[src/rtl/pipe_ctrl_pkg.sv]
// Shared types and helpers for the pipeline stall/flush controller.
package pipe_ctrl_pkg;

  typedef enum logic [1:0] {
    StBoot    = 2'd0,
    StRun     = 2'd1,
    StMemWait = 2'd2,
    StFlush   = 2'd3
  } pipe_state_e;

  localparam int unsigned REG_ADDR_W = 5;
  localparam logic [REG_ADDR_W-1:0] X0_ADDR = '0;

  // True when the D instruction needs a value that the load in X has not produced yet.
  function automatic logic load_use(input logic [REG_ADDR_W-1:0] rs1,
                                    input logic [REG_ADDR_W-1:0] rs2,
                                    input logic                  use_rs1,
                                    input logic                  use_rs2,
                                    input logic [REG_ADDR_W-1:0] rd,
                                    input logic                  memread);
    return memread && (rd != X0_ADDR) &&
           ((use_rs1 && (rs1 == rd)) || (use_rs2 && (rs2 == rd)));
  endfunction

endpackage

[src/rtl/sat_counter.sv]
// Saturating up-counter with synchronous active-low clear.
module sat_counter #(
  parameter int unsigned W = 8
) (
  input  logic         clk_i,
  input  logic         clr_ni,
  input  logic         inc_i,
  output logic [W-1:0] cnt_o
);

  logic [W-1:0] cnt_q;

  always_ff @(posedge clk_i) begin
    if (!clr_ni) begin
      cnt_q <= '0;
    end else if (inc_i && (cnt_q != '1)) begin
      cnt_q <= cnt_q + W'(1);
    end
  end

  assign cnt_o = cnt_q;

endmodule

[src/rtl/pipe_hazard_ctrl.sv]
// Central stall/flush controller for the 5-stage pipeline: load-use stalls,
// taken-branch squashes, memory-wait freeze, perf counters and watchdog.
module pipe_hazard_ctrl
  import pipe_ctrl_pkg::*;
#(
  parameter int unsigned CNT_W        = 32,
  parameter int unsigned BOOT_CYCLES  = 2,
  parameter int unsigned WAIT_TIMEOUT = 64
) (
  input  logic                  clk_i,
  input  logic                  reset_i,
  input  logic [REG_ADDR_W-1:0] d_rs1_i,
  input  logic [REG_ADDR_W-1:0] d_rs2_i,
  input  logic                  d_use_rs1_i,
  input  logic                  d_use_rs2_i,
  input  logic [REG_ADDR_W-1:0] x_rd_i,
  input  logic                  x_memread_i,
  input  logic                  m_branch_taken_i,
  input  logic                  mem_busy_i,
  output logic                  pc_en_o,
  output logic                  fd_en_o,
  output logic                  dx_en_o,
  output logic                  xm_en_o,
  output logic                  mw_en_o,
  output logic                  fd_flush_o,
  output logic                  dx_flush_o,
  output logic                  xm_flush_o,
  output logic [1:0]            state_o,
  output logic [CNT_W-1:0]      stall_cnt_o,
  output logic [CNT_W-1:0]      flush_cnt_o,
  output logic                  err_o
);

  localparam int unsigned BootW = (BOOT_CYCLES > 1) ? $clog2(BOOT_CYCLES + 1) : 1;
  localparam int unsigned WaitW = $clog2(WAIT_TIMEOUT + 1);

  pipe_state_e state_q, state_d, cur_st;
  logic [BootW-1:0] boot_cnt_q, boot_cnt_d;
  logic [WaitW-1:0] wait_cnt;
  logic             lu, stall_inc, flush_inc, wait_inc, err_q, err_d;

  assign lu = load_use(d_rs1_i, d_rs2_i, d_use_rs1_i, d_use_rs2_i, x_rd_i, x_memread_i);

  // While reset is held the outputs already behave as BOOT.
  assign cur_st = reset_i ? state_q : StBoot;

  always_comb begin
    state_d    = state_q;
    boot_cnt_d = boot_cnt_q;
    pc_en_o    = 1'b0;
    fd_en_o    = 1'b0;
    dx_en_o    = 1'b0;
    xm_en_o    = 1'b0;
    mw_en_o    = 1'b0;
    fd_flush_o = 1'b0;
    dx_flush_o = 1'b0;
    xm_flush_o = 1'b0;
    stall_inc  = 1'b0;
    flush_inc  = 1'b0;
    unique case (cur_st)
      StBoot: begin
        fd_flush_o = 1'b1;
        dx_flush_o = 1'b1;
        xm_flush_o = 1'b1;
        if (32'(boot_cnt_q) + 32'd1 >= BOOT_CYCLES) begin
          state_d = StRun;
        end else begin
          boot_cnt_d = boot_cnt_q + BootW'(1);
        end
      end
      StRun, StFlush: begin
        if (mem_busy_i) begin
          stall_inc = 1'b1;
          state_d   = StMemWait;
        end else if ((cur_st == StRun) && m_branch_taken_i) begin
          {pc_en_o, fd_en_o, dx_en_o, xm_en_o, mw_en_o} = '1;
          {fd_flush_o, dx_flush_o, xm_flush_o}          = '1;
          flush_inc = 1'b1;
          state_d   = StFlush;
        end else if ((cur_st == StRun) && lu) begin
          // Hold F and D, drop a bubble into X, let the load move on.
          dx_en_o    = 1'b1;
          xm_en_o    = 1'b1;
          mw_en_o    = 1'b1;
          dx_flush_o = 1'b1;
          stall_inc  = 1'b1;
        end else begin
          {pc_en_o, fd_en_o, dx_en_o, xm_en_o, mw_en_o} = '1;
          state_d = StRun;
        end
      end
      StMemWait: begin
        stall_inc = 1'b1;
        if (!mem_busy_i) begin
          state_d = StRun;
        end
      end
      default: state_d = StBoot;
    endcase
  end

  assign wait_inc = mem_busy_i && (cur_st != StBoot) && (wait_cnt != WaitW'(WAIT_TIMEOUT));
  assign err_d    = err_q | (wait_inc && (wait_cnt == WaitW'(WAIT_TIMEOUT - 1)));

  always_ff @(posedge clk_i) begin
    if (!reset_i) begin
      state_q    <= StBoot;
      boot_cnt_q <= '0;
      err_q      <= 1'b0;
    end else begin
      state_q    <= state_d;
      boot_cnt_q <= boot_cnt_d;
      err_q      <= err_d;
    end
  end

  sat_counter #(.W(CNT_W)) u_stall_cnt (
    .clk_i  (clk_i),
    .clr_ni (reset_i),
    .inc_i  (stall_inc),
    .cnt_o  (stall_cnt_o)
  );

  sat_counter #(.W(CNT_W)) u_flush_cnt (
    .clk_i  (clk_i),
    .clr_ni (reset_i),
    .inc_i  (flush_inc),
    .cnt_o  (flush_cnt_o)
  );

  // Counts consecutive busy cycles; any ready cycle clears it.
  sat_counter #(.W(WaitW)) u_wait_cnt (
    .clk_i  (clk_i),
    .clr_ni (reset_i && mem_busy_i),
    .inc_i  (wait_inc),
    .cnt_o  (wait_cnt)
  );

  assign state_o = state_q;
  assign err_o   = err_q;

endmodule

[config.mk]
export PLATFORM = sky130hd
export DESIGN_NAME = pipe_hazard_ctrl
export DESIGN_NICKNAME = d
export VERILOG_FILES = /design/src/rtl/pipe_ctrl_pkg.sv /design/src/rtl/sat_counter.sv /design/src/rtl/pipe_hazard_ctrl.sv
export SDC_FILE = /design/constraint.sdc
export NUM_CORES = 1
export LEC_CHECK = 0
export CAP_MARGIN = 30
export CORE_UTILIZATION = 45
export DETAILED_ROUTE_END_ITERATION = 6
export PLACE_DENSITY = 0.85
export SKIP_CTS_REPAIR_TIMING = 1
export SYNTH_ARGS = -nofsm -noshare
export SYNTH_HDL_FRONTEND = slang
export SYNTH_SLANG_ARGS = --single-unit
[constraint.sdc]
create_clock -name clk_i -period 3.15 [get_ports clk_i]
set_input_delay 0.945 -clock clk_i [delete_from_list [all_inputs] [get_ports clk_i]]
set_output_delay 0.945 -clock clk_i [all_outputs]
set_load 0.01 [all_outputs]
Word-level counts from Yosys, hierarchy flattened:

Cells that the tools add are included.
W data, S select, Z words.

* flip-flop bits (word level): 76
* input port bits: 22
* output and inout port bits: 75
* word-level logic and storage cells: 71

* add/sub/neg operators: 5
* order comparisons: 1
* equality and inequality tests: 13
* mux-type cells: 24
* bitwise logic cells: 2
* reductions and logical operators: 20

Operators with widths (number)
* $add A32 B1 Y32 const B: 2
* $ne A32 B32 Y1 const B: 2
* $mux W1: 14
* $ne A7 B7 Y1 const B: 2
* $logic_and A1 B1 Y1: 13
* $mux W2: 6
* $eq A5 B5 Y1: 2
* $add A7 B1 Y7 const B: 1
* $eq A7 B6 Y1 const B: 1
* $pmux W1 S2: 3
* $pmux W2 S3: 1
* $reduce_bool A5 Y1: 1
* $eq A2 B2 Y1 const B: 2
* $ne A2 B2 Y1 const B: 2
* $ne A4 B4 Y1 const B: 1
* $add A2 B1 Y3 const B: 1
* $ge A3 B2 Y1 const B: 1
* $reduce_and A3 Y1: 1
* $add A2 B1 Y2 const B: 1
* $eq A2 B1 Y1 const B: 1
* $logic_not A2 Y1: 1
* $reduce_and A2 Y1: 1
* $reduce_bool A2 Y1: 1
* $reduce_or A2 Y1: 1
* other kinds (3): 3

Logic depth before layout (Yosys ltp):

Gate-level depths: netlist of run 1.

* word-level depth: 10
* mapped depth: 10
* mapped depth without buffers: 8

Hierarchy:

A second synthesis of run 1 with hierarchy kept.

* cell total of the unflattened synthesis: 495
* area total of the unflattened synthesis: 4225.3 µm²

Modules (own cells, without submodules)
* sat_counter (u_flush_cnt ...): times used 2, cells each 200, area an instance 1704.1 µm², sequential area each 640.6 µm²
* pipe_hazard_ctrl: times used 1, cells each 59, area an instance 488.0 µm², sequential area each 100.1 µm²
* sat_counter (u_wait_cnt): times used 1, cells each 36, area an instance 329.1 µm², sequential area each 140.1 µm²

Worst setup path after synthesis of run 1:

OpenSTA, ideal clock, no wires.

* path kind: input -> output
* start: input x_rd_i[1]
* end: output pc_en_o
* arrival time: 2.079 ns
* slack: 0.126 ns
* stages on the path: 7
* path buffers: 1
* cell sequence: or4_1 nor2_1 nor3b_1 nand2_1 nor2_1 nor2_1 buf_4

* word-level cells in the longest chain between the ends: 9
* elaborated cells between the ends (all ways): 13
* classes of those cells: eq/ne: 2; mux: 4; reduce/logical: 7

Ends and longest elaborated chain
* start: declaration: RTL line pipe_hazard_ctrl.sv:16 `input logic [REG_ADDR_W-1:0] x_rd_i,`
* $eq A5 B5 Y1: RTL line pipe_ctrl_pkg.sv:22 `((use_rs1 && (rs1 == rd)) || (use_rs2 && (rs2 == rd)));`
* $logic_and A1 B1 Y1: RTL line pipe_ctrl_pkg.sv:22
* $logic_or A1 B1 Y1: RTL line pipe_ctrl_pkg.sv:22
* $logic_and A1 B1 Y1 *: RTL line pipe_ctrl_pkg.sv:21 `return memread && (rd != X0_ADDR) &&`
* $logic_and A1 B1 Y1 *: RTL line pipe_hazard_ctrl.sv:80 `end else if ((cur_st == StRun) && lu) begin`
* $mux W1 * (4 in a row)
* end: declaration: RTL line pipe_hazard_ctrl.sv:20 `output logic pc_en_o,`

Every way passes the cells marked *; elsewhere a longest branch is shown, timed or not.

Worst setup path after layout of run 1:

* start: input x_rd_i[2]
* end: output pc_en_o

* word-level cells in the longest chain between the ends: 9
* elaborated cells between the ends (all ways): 13
* classes of those cells: eq/ne: 2; mux: 4; reduce/logical: 7

Ends and longest elaborated chain
* $eq A5 B5 Y1: RTL line pipe_ctrl_pkg.sv:22
* $logic_and A1 B1 Y1: RTL line pipe_ctrl_pkg.sv:22
* $logic_or A1 B1 Y1: RTL line pipe_ctrl_pkg.sv:22
* $logic_and A1 B1 Y1 *: RTL line pipe_ctrl_pkg.sv:21
* $logic_and A1 B1 Y1 *: RTL line pipe_hazard_ctrl.sv:80
* $mux W1 *: RTL line pipe_hazard_ctrl.sv:80
* $mux W1 *: RTL line pipe_hazard_ctrl.sv:75 `end else if ((cur_st == StRun) && m_branch_taken_i) begin`
* $mux W1 *: RTL line pipe_hazard_ctrl.sv:72 `if (mem_busy_i) begin`
* $mux W1 *: RTL line pipe_hazard_ctrl.sv:60 `unique case (cur_st)`

Marks and branches as above.

==> results of run 1 <==
how the worst max path moves through the flow:
stage | from | endpoint | slack, ps | cells past startpoint
CTS | x_rd_i[2] | fd_en_o | -710 | 8
floorplan | x_rd_i[1] | pc_en_o | 130 | 7
detailed placement | x_rd_i[2] | fd_en_o | -710 | 8
finish | x_rd_i[2] | pc_en_o | 50 | 8
global route | x_rd_i[2] | fd_en_o | -50 | 8
global placement | x_rd_i[1] | pc_en_o | -690 | 8
cell type report:
type,count,area (um^2),share of cell area
multi-input combinational,364,2366,0.4298
sequential,76,1521,0.2764
timing repair buffer,128,1249,0.2268
clock buffer,10,137.6,0.02500
tap,108,135.1,0.02455
inverter,13,48.80,0.008864
clock inverter,6,47.55,0.008636
per-stage QoR:
stage | area (um^2) | std cells | hold WS [ps] | util | TNS [ps]
after global routing | 5505 | 705 | 502.7 | 0.6344 | -128.0
after detailed placement | 5210 | 686 | 462.4 | 0.6003 | -4290
after global placement | 5210 | 686 | 441.0 | 0.6003 | -3042
final | 5505 | 705 | 482.2 | 0.6344 | 0
after CTS | 5395 | 702 | 480.2 | 0.6217 | -2879
after floorplan | 4006 | 480 | 436.3 | - | 0
per-layer routing:
metal | GRT usage | routed length (um) | vias up | share of wire
met4 | 0.1042 | 125 | 0 | 0.012
li1 | - | - | 1980 | -
met2 | 0.3859 | 5093 | 123 | 0.49
met3 | 0.05134 | 575 | 12 | 0.055
met5 | 0 | 0 | - | 0
met1 | 0.2767 | 4590 | 1899 | 0.44
worst max-delay path, delay by kind of cell:
family        cells  cell delay (ps)
buf+inv           2              230
simple gates      6              980
sequential cells by signal (all words and copies together), names as in the netlist:
register / cells
boot_cnt_q: 2
err_o: 1
state_o: 2
u_flush_cnt.cnt_o: 32
u_stall_cnt.cnt_o: 32
u_wait_cnt.cnt_o: 7
power by group:
part	switching [W]	internal [W]	total [W]
logic	0.000251	0.000232	0.000483
clock network	0.000395	0.000313	0.000708
registers	0.0000344	0.000995	0.00103
kinds of logic after synthesis:
group           Yosys count  share of synthesized area
mux                       8                    0.01999
fa+ha+maj                 5                    0.01562
buf+inv                  40                    0.04654
flops                    76                     0.3798
xor+xnor                 37                    0.08089
compound gates           80                     0.1212
simple gates            234                     0.3360
synthesized netlist by cell type (2+ instances only):
library cell | instances | area, um^2
nand3_1 | 27 | 135.1
and4_1 | 8 | 70.07
clkbuf_1 | 10 | 37.54
o211ai_1 | 2 | 15.01
buf_4 | 5 | 37.54
ha_1 | 5 | 62.56
dfxtp_1 | 76 | 1521
o21ai_0 | 9 | 45.04
buf_2 | 8 | 40.04
nor3b_1 | 2 | 15.01
o21ai_1 | 8 | 40.04
mux2i_1 | 8 | 80.08
buf_1 | 3 | 11.26
o311ai_1 | 2 | 17.52
nor2_1 | 49 | 183.9
nor4_2 | 5 | 62.56
xor2_1 | 16 | 140.1
nor3_1 | 5 | 25.02
inv_1 | 10 | 37.54
nand2b_1 | 2 | 12.51
a31oi_1 | 2 | 12.51
nor4_1 | 2 | 12.51
and2_1 | 6 | 37.54
a21oi_1 | 33 | 165.2
or4_1 | 18 | 135.1
or3_1 | 15 | 93.84
nand4_1 | 28 | 175.2
inv_2 | 3 | 11.26
o41ai_1 | 3 | 26.28
nor4b_1 | 3 | 26.28
o31ai_1 | 16 | 120.1
xnor2_1 | 21 | 183.9
nand4_2 | 2 | 25.02
nand2_1 | 39 | 146.4
and3_1 | 12 | 75.07
==> summary.txt, run 1 <==
Global routing
  – Initial antenna violation count: 0
  – Number of global-route vias before repair: 3,712
  – Total gr overflow: 0
  – First-pass GRT wire length: 16,750 um
  – Aggregate global-route resource usage: 0.2289
  – Largest net degree at the start of global routing: 46

STA
  – Fin. Hold Viols: 0
  – Setup violations, final: 0
  – RSZ-0062 raised after global routing: yes
  – Period utilization: 0.9846
  – Clk_skew: 15.84 ps
  – Worst setup margin: 48.65 ps
  – Relative slew margins: 0.4980
  – Fmax achieved: 0.3224 GHz
  – Crit path time final: 3101 ps
  – Worst slew pin tran: 750.2 ps
  – Slew Viols, Final: 0

Cells and area
  – Layout Nets: 619
  – Share of cells above drive strength 1: 0.1357
  – Number of fill cells in the layout: 737
  – Most frequent cells in the layout: dfxtp_1 (76), clkdlybuf4s50_1 (71), nor2_1 (48)
  – Area growth from synthesis to layout: 37.41%
  – Most common cell after layout, fill and taps aside: dfxtp_1
  – Ant. Diodes: 0

Synthesis
  – Synth warn: 0
  – Syn Area/Cell: 8.347 um^2
  – Mapped Cells: 480
  – EDFF count, synth: 0
  – Fraction of the yosys area taken by sequential cells: 0.3798
  – Syn Nets: 507
  – Synth Cell Area: 4006 um^2
  – Ys async rst share: 0
  – Register bit count reported by yosys: 76
  – Cell variety after synth: 52
  – Ys flop type: dfxtp_1

Clocking
  – Clk sinks: 76
  – Clk Tree Root Cell: clkbuf_8
  – H-tree lvl count: 3
  – CTS buffer count: 9
  – Longest Clk Path Bufs: 2
  – Worst-path clk slew: 80 ps
  – CTS tree: done
  – Clk_lat worst skew: 360 ps

Run
  – Maxcap violations: 0

Setup path
  – RR Endpoint: u_stall_cnt.cnt_o[24]$_SDFFE_PN0P_
  – Length in cells of the worst reg-to-reg path: 6
  – Crit-path cells: buf_6, or4_4, nor2_4, nor3b_2, nand2_2, nor2_1, nor2_1, buf_2
  – Critical path's slowest cell: or4_4
  – CP dominant cell by count: nor2_1
  – CP max FO: 2
  – Reg-to-Reg Start: u_stall_cnt.cnt_o[11]$_SDFFE_PN0P_
  – FF-to-FF setup slack: 780 ps
  – Required @ worst endpoint: 2200 ps
  – Crit. End Element: output pin
  – Startpoint Class: input port
  – Setup CP Type: in -> out
  – CP peak stage delay: 540 ps
  – CP arrival: 2160 ps

Worst hold path
  – WHS Endpoint: boot_cnt_q[1]$_SDFFE_PN0P_
  – Hold Startpoint: boot_cnt_q[1]$_SDFFE_PN0P_
  – Worst Hold Depth: 2
  – HP Class: reg -> reg

Pwr
  – Total power: 0.002221 W
  – Leakage power: 2.012 nW
  – Max VDD drop: 0.2688 mV
  – PwrDens: 403.4 nW/um^2

Routing
  – Drt initial violations: 158
  – Post-DR wirelength/cell: 14.73 um
  – Total number of vias: 4,014
  – DRC: 0
  – Final ANT Viol Nets: 0
  – Routed Wire Length: 10,390 um
  – Via density: 5.694
  – First-pass DRT Iterations: 4

Floorplanning
  – Ports: 97
  – Die Y: 96.36 um
  – Starting Density: 0.4616
  – Total core area: 8678 um^2
  – FP Rows: 34
  – DIE WIDTH: 96.36 um
  – Die ar.: 9284 um^2

Placed design
  – Pre-CTS setup slack: -710.9 ps
  – GPL Wtd Cong: 0.8326
  – Detail Placement HPWL: 7381 um
  – PortBufs: 96

Run status
  – Status: complete, no violations
Note: power is estimated with default switching activity, not from simulation.
==> run 2: changes to the inputs <==
- DONT_BUFFER_PORTS: not set -> 1
- PLACE_DENSITY: 0.85 -> 0.71
==> summary.txt, run 2 (same netlist as run 1, synthesis figures left out) <==
Pwr
  – PwrDens: 494.6 nW/um^2 (+23%)
  – Max VDD drop: 0.4136 mV (+54%)
  – Leakage power: 1.361 nW (-32%)
  – Total power: 0.002130 W (-4.1%)

Cells and area
  – Ant. Diodes: 0 (unchanged)
  – Fin util: 0.4963 (-0.1381)
  – Most frequent cells in the layout: dfxtp_1 (76), nor2_1 (49), nand2_1 (39)
  – Layout Nets: 500 (-19%)
  – Number of fill cells in the layout: 861 (+17%)
  – Final Non-Filler Cells: 586 (-17%)
  – Register area: 1521 um^2 (unchanged)
  – Most common cell after layout, fill and taps aside: dfxtp_1
  – Multi-input gate area: 2313 um^2 (-2.2%)
  – Share of cells above drive strength 1: 0.08996 (-0.04572)
  – Area growth from synthesis to layout: 7.495%

Routing
  – DRC: 0 (unchanged)
  – Final ANT Viol Nets: 0 (unchanged)
  – Via density: 6.061 (+6.5%)
  – Total number of vias: 3,552 (-12%)
  – Post-DR wirelength/cell: 15.76 um (+7.0%)
  – First-pass DRT Iterations: 4 (unchanged)
  – Routed Wire Length: 9238 um (-11%)
  – Drt initial violations: 125 (-21%)

Run status
  – Status: complete, no violations

Clocking
  – Clk Tree Root Cell: clkbuf_8
  – CTS tree: done
  – CTS buffer count: 9 (unchanged)
  – Longest Clk Path Bufs: 2 (unchanged)
  – H-tree lvl count: 3 (unchanged)
  – Clk_lat worst skew: 360 ps (about the same)
  – Clk sinks: 76 (unchanged)
  – Worst-path clk slew: 80 ps (about the same)

Floorplanning
  – Total core area: 8678 um^2 (unchanged)
  – Die Y: 96.36 um (unchanged)
  – DIE WIDTH: 96.36 um (unchanged)
  – FP Rows: 34 (unchanged)
  – Starting Density: 0.4616 (unchanged)
  – Die ar.: 9284 um^2 (unchanged)
  – Ports: 97 (unchanged)

STA
  – Min Hold Slack: 474.9 ps (-7.304 ps)
  – Setup Total Neg Slack: 0 ps (unchanged)
  – RSZ-0062 raised after global routing: no
  – Fin. Hold Viols: 0 (unchanged)
  – Clk_skew: 13.54 ps (-2.303 ps)
  – Period utilization: 0.9413 (-0.04328)
  – Crit path time final: 2965 ps (-136.3 ps)
  – Relative slew margins: 0.3405 (-0.1575)
  – Worst slew pin tran: 987.8 ps (+237.5 ps)
  – Fmax achieved: 0.3373 GHz (+4.6%)
  – Setup violations, final: 0 (unchanged)
  – Slew Viols, Final: 0 (unchanged)

Global routing
  – Total gr overflow: 0 (unchanged)
  – Initial antenna violation count: 0 (unchanged)
  – First-pass GRT wire length: 14,550 um (-13%)
  – Largest net degree at the start of global routing: 57 (+24%)
  – Aggregate global-route resource usage: 0.2011 (-0.02778)
  – Number of global-route vias before repair: 3,125 (-16%)

Setup path
  – Setup CP Type: in -> out
  – FF-to-FF setup slack: 650 ps (-130 ps)
  – CP max FO: 3 (+1)
  – Length in cells of the worst reg-to-reg path: 6 (unchanged)
  – CP arrival: 2020 ps (-140 ps)
  – Startpoint Class: input port
  – Required @ worst endpoint: 2200 ps (about the same)
  – Crit. End Element: output pin

Placed design
  – Placed cells: 570 (-17%)
  – GPL Wtd Cong: 0.7661 (-8.0%)
  – Detail Placement HPWL: 6412 um (-13%)
  – PortBufs: 0 (-100%)

Worst hold path
  – HP Class: reg -> reg
  – Worst Hold Depth: 2 (unchanged)

Run
  – Maxcap violations: 0 (unchanged)
run 2: path summary, 6_finish.rpt:
| path | from | end |
|---|---|---|
| worst max register to register | u_stall_cnt.cnt_o[11]$_SDFFE_PN0P_ | u_stall_cnt.cnt_o[13]$_SDFFE_PN0P_ |
| worst min register to register | boot_cnt_q[1]$_SDFFE_PN0P_ | boot_cnt_q[1]$_SDFFE_PN0P_ |
| worst max-delay path | x_rd_i[1] | fd_en_o |
| worst min-delay path | boot_cnt_q[1]$_SDFFE_PN0P_ | boot_cnt_q[1]$_SDFFE_PN0P_ |
run 2: area by class of cell:
cell class | instances | share of cell area
flip-flops and latches | 76 | 0.3533
well taps | 108 | 0.03138
clock inverters | 6 | 0.01627
clock buffers | 10 | 0.03196
inverters | 13 | 0.01133
multi-input cells | 364 | 0.5372
repair buffers | 9 | 0.01859
run 2: power by group:
| group | internal [W] | switching, W |
|---|---|---|
| clock network | 0.000393 | 0.000392 |
| registers | 0.000995 | 0.0000478 |
| logic | 0.000107 | 0.000195 |
| total | 0.00150 | 0.000635 |
run 2: metal layers:
metal	up-vias	global-route usage	wire (um)
met5	-	0	0
met4	0	0.06495	108
li1	1746	-	-
met2	109	0.3351	4352
met3	12	0.05924	682
met1	1685	0.2480	4094
run 2: worst max-delay path: stages:
cell and delay [ps]:
or4_1 510, nor2_1 100, nor3b_1 80, nand2_1 110, nor2_1 40, nor2_1 80, buf_4 150
run 2: per-stage QoR:
step	cell area, um^2	setup slack [ps]
5_1_grt	4307	50.35
2_1_floorplan	4006	126.1
4_1_cts	4307	175.0
3_3_place_gp	4099	188.0
3_5_place_dp	4099	180.4
6_report	4307	185.0
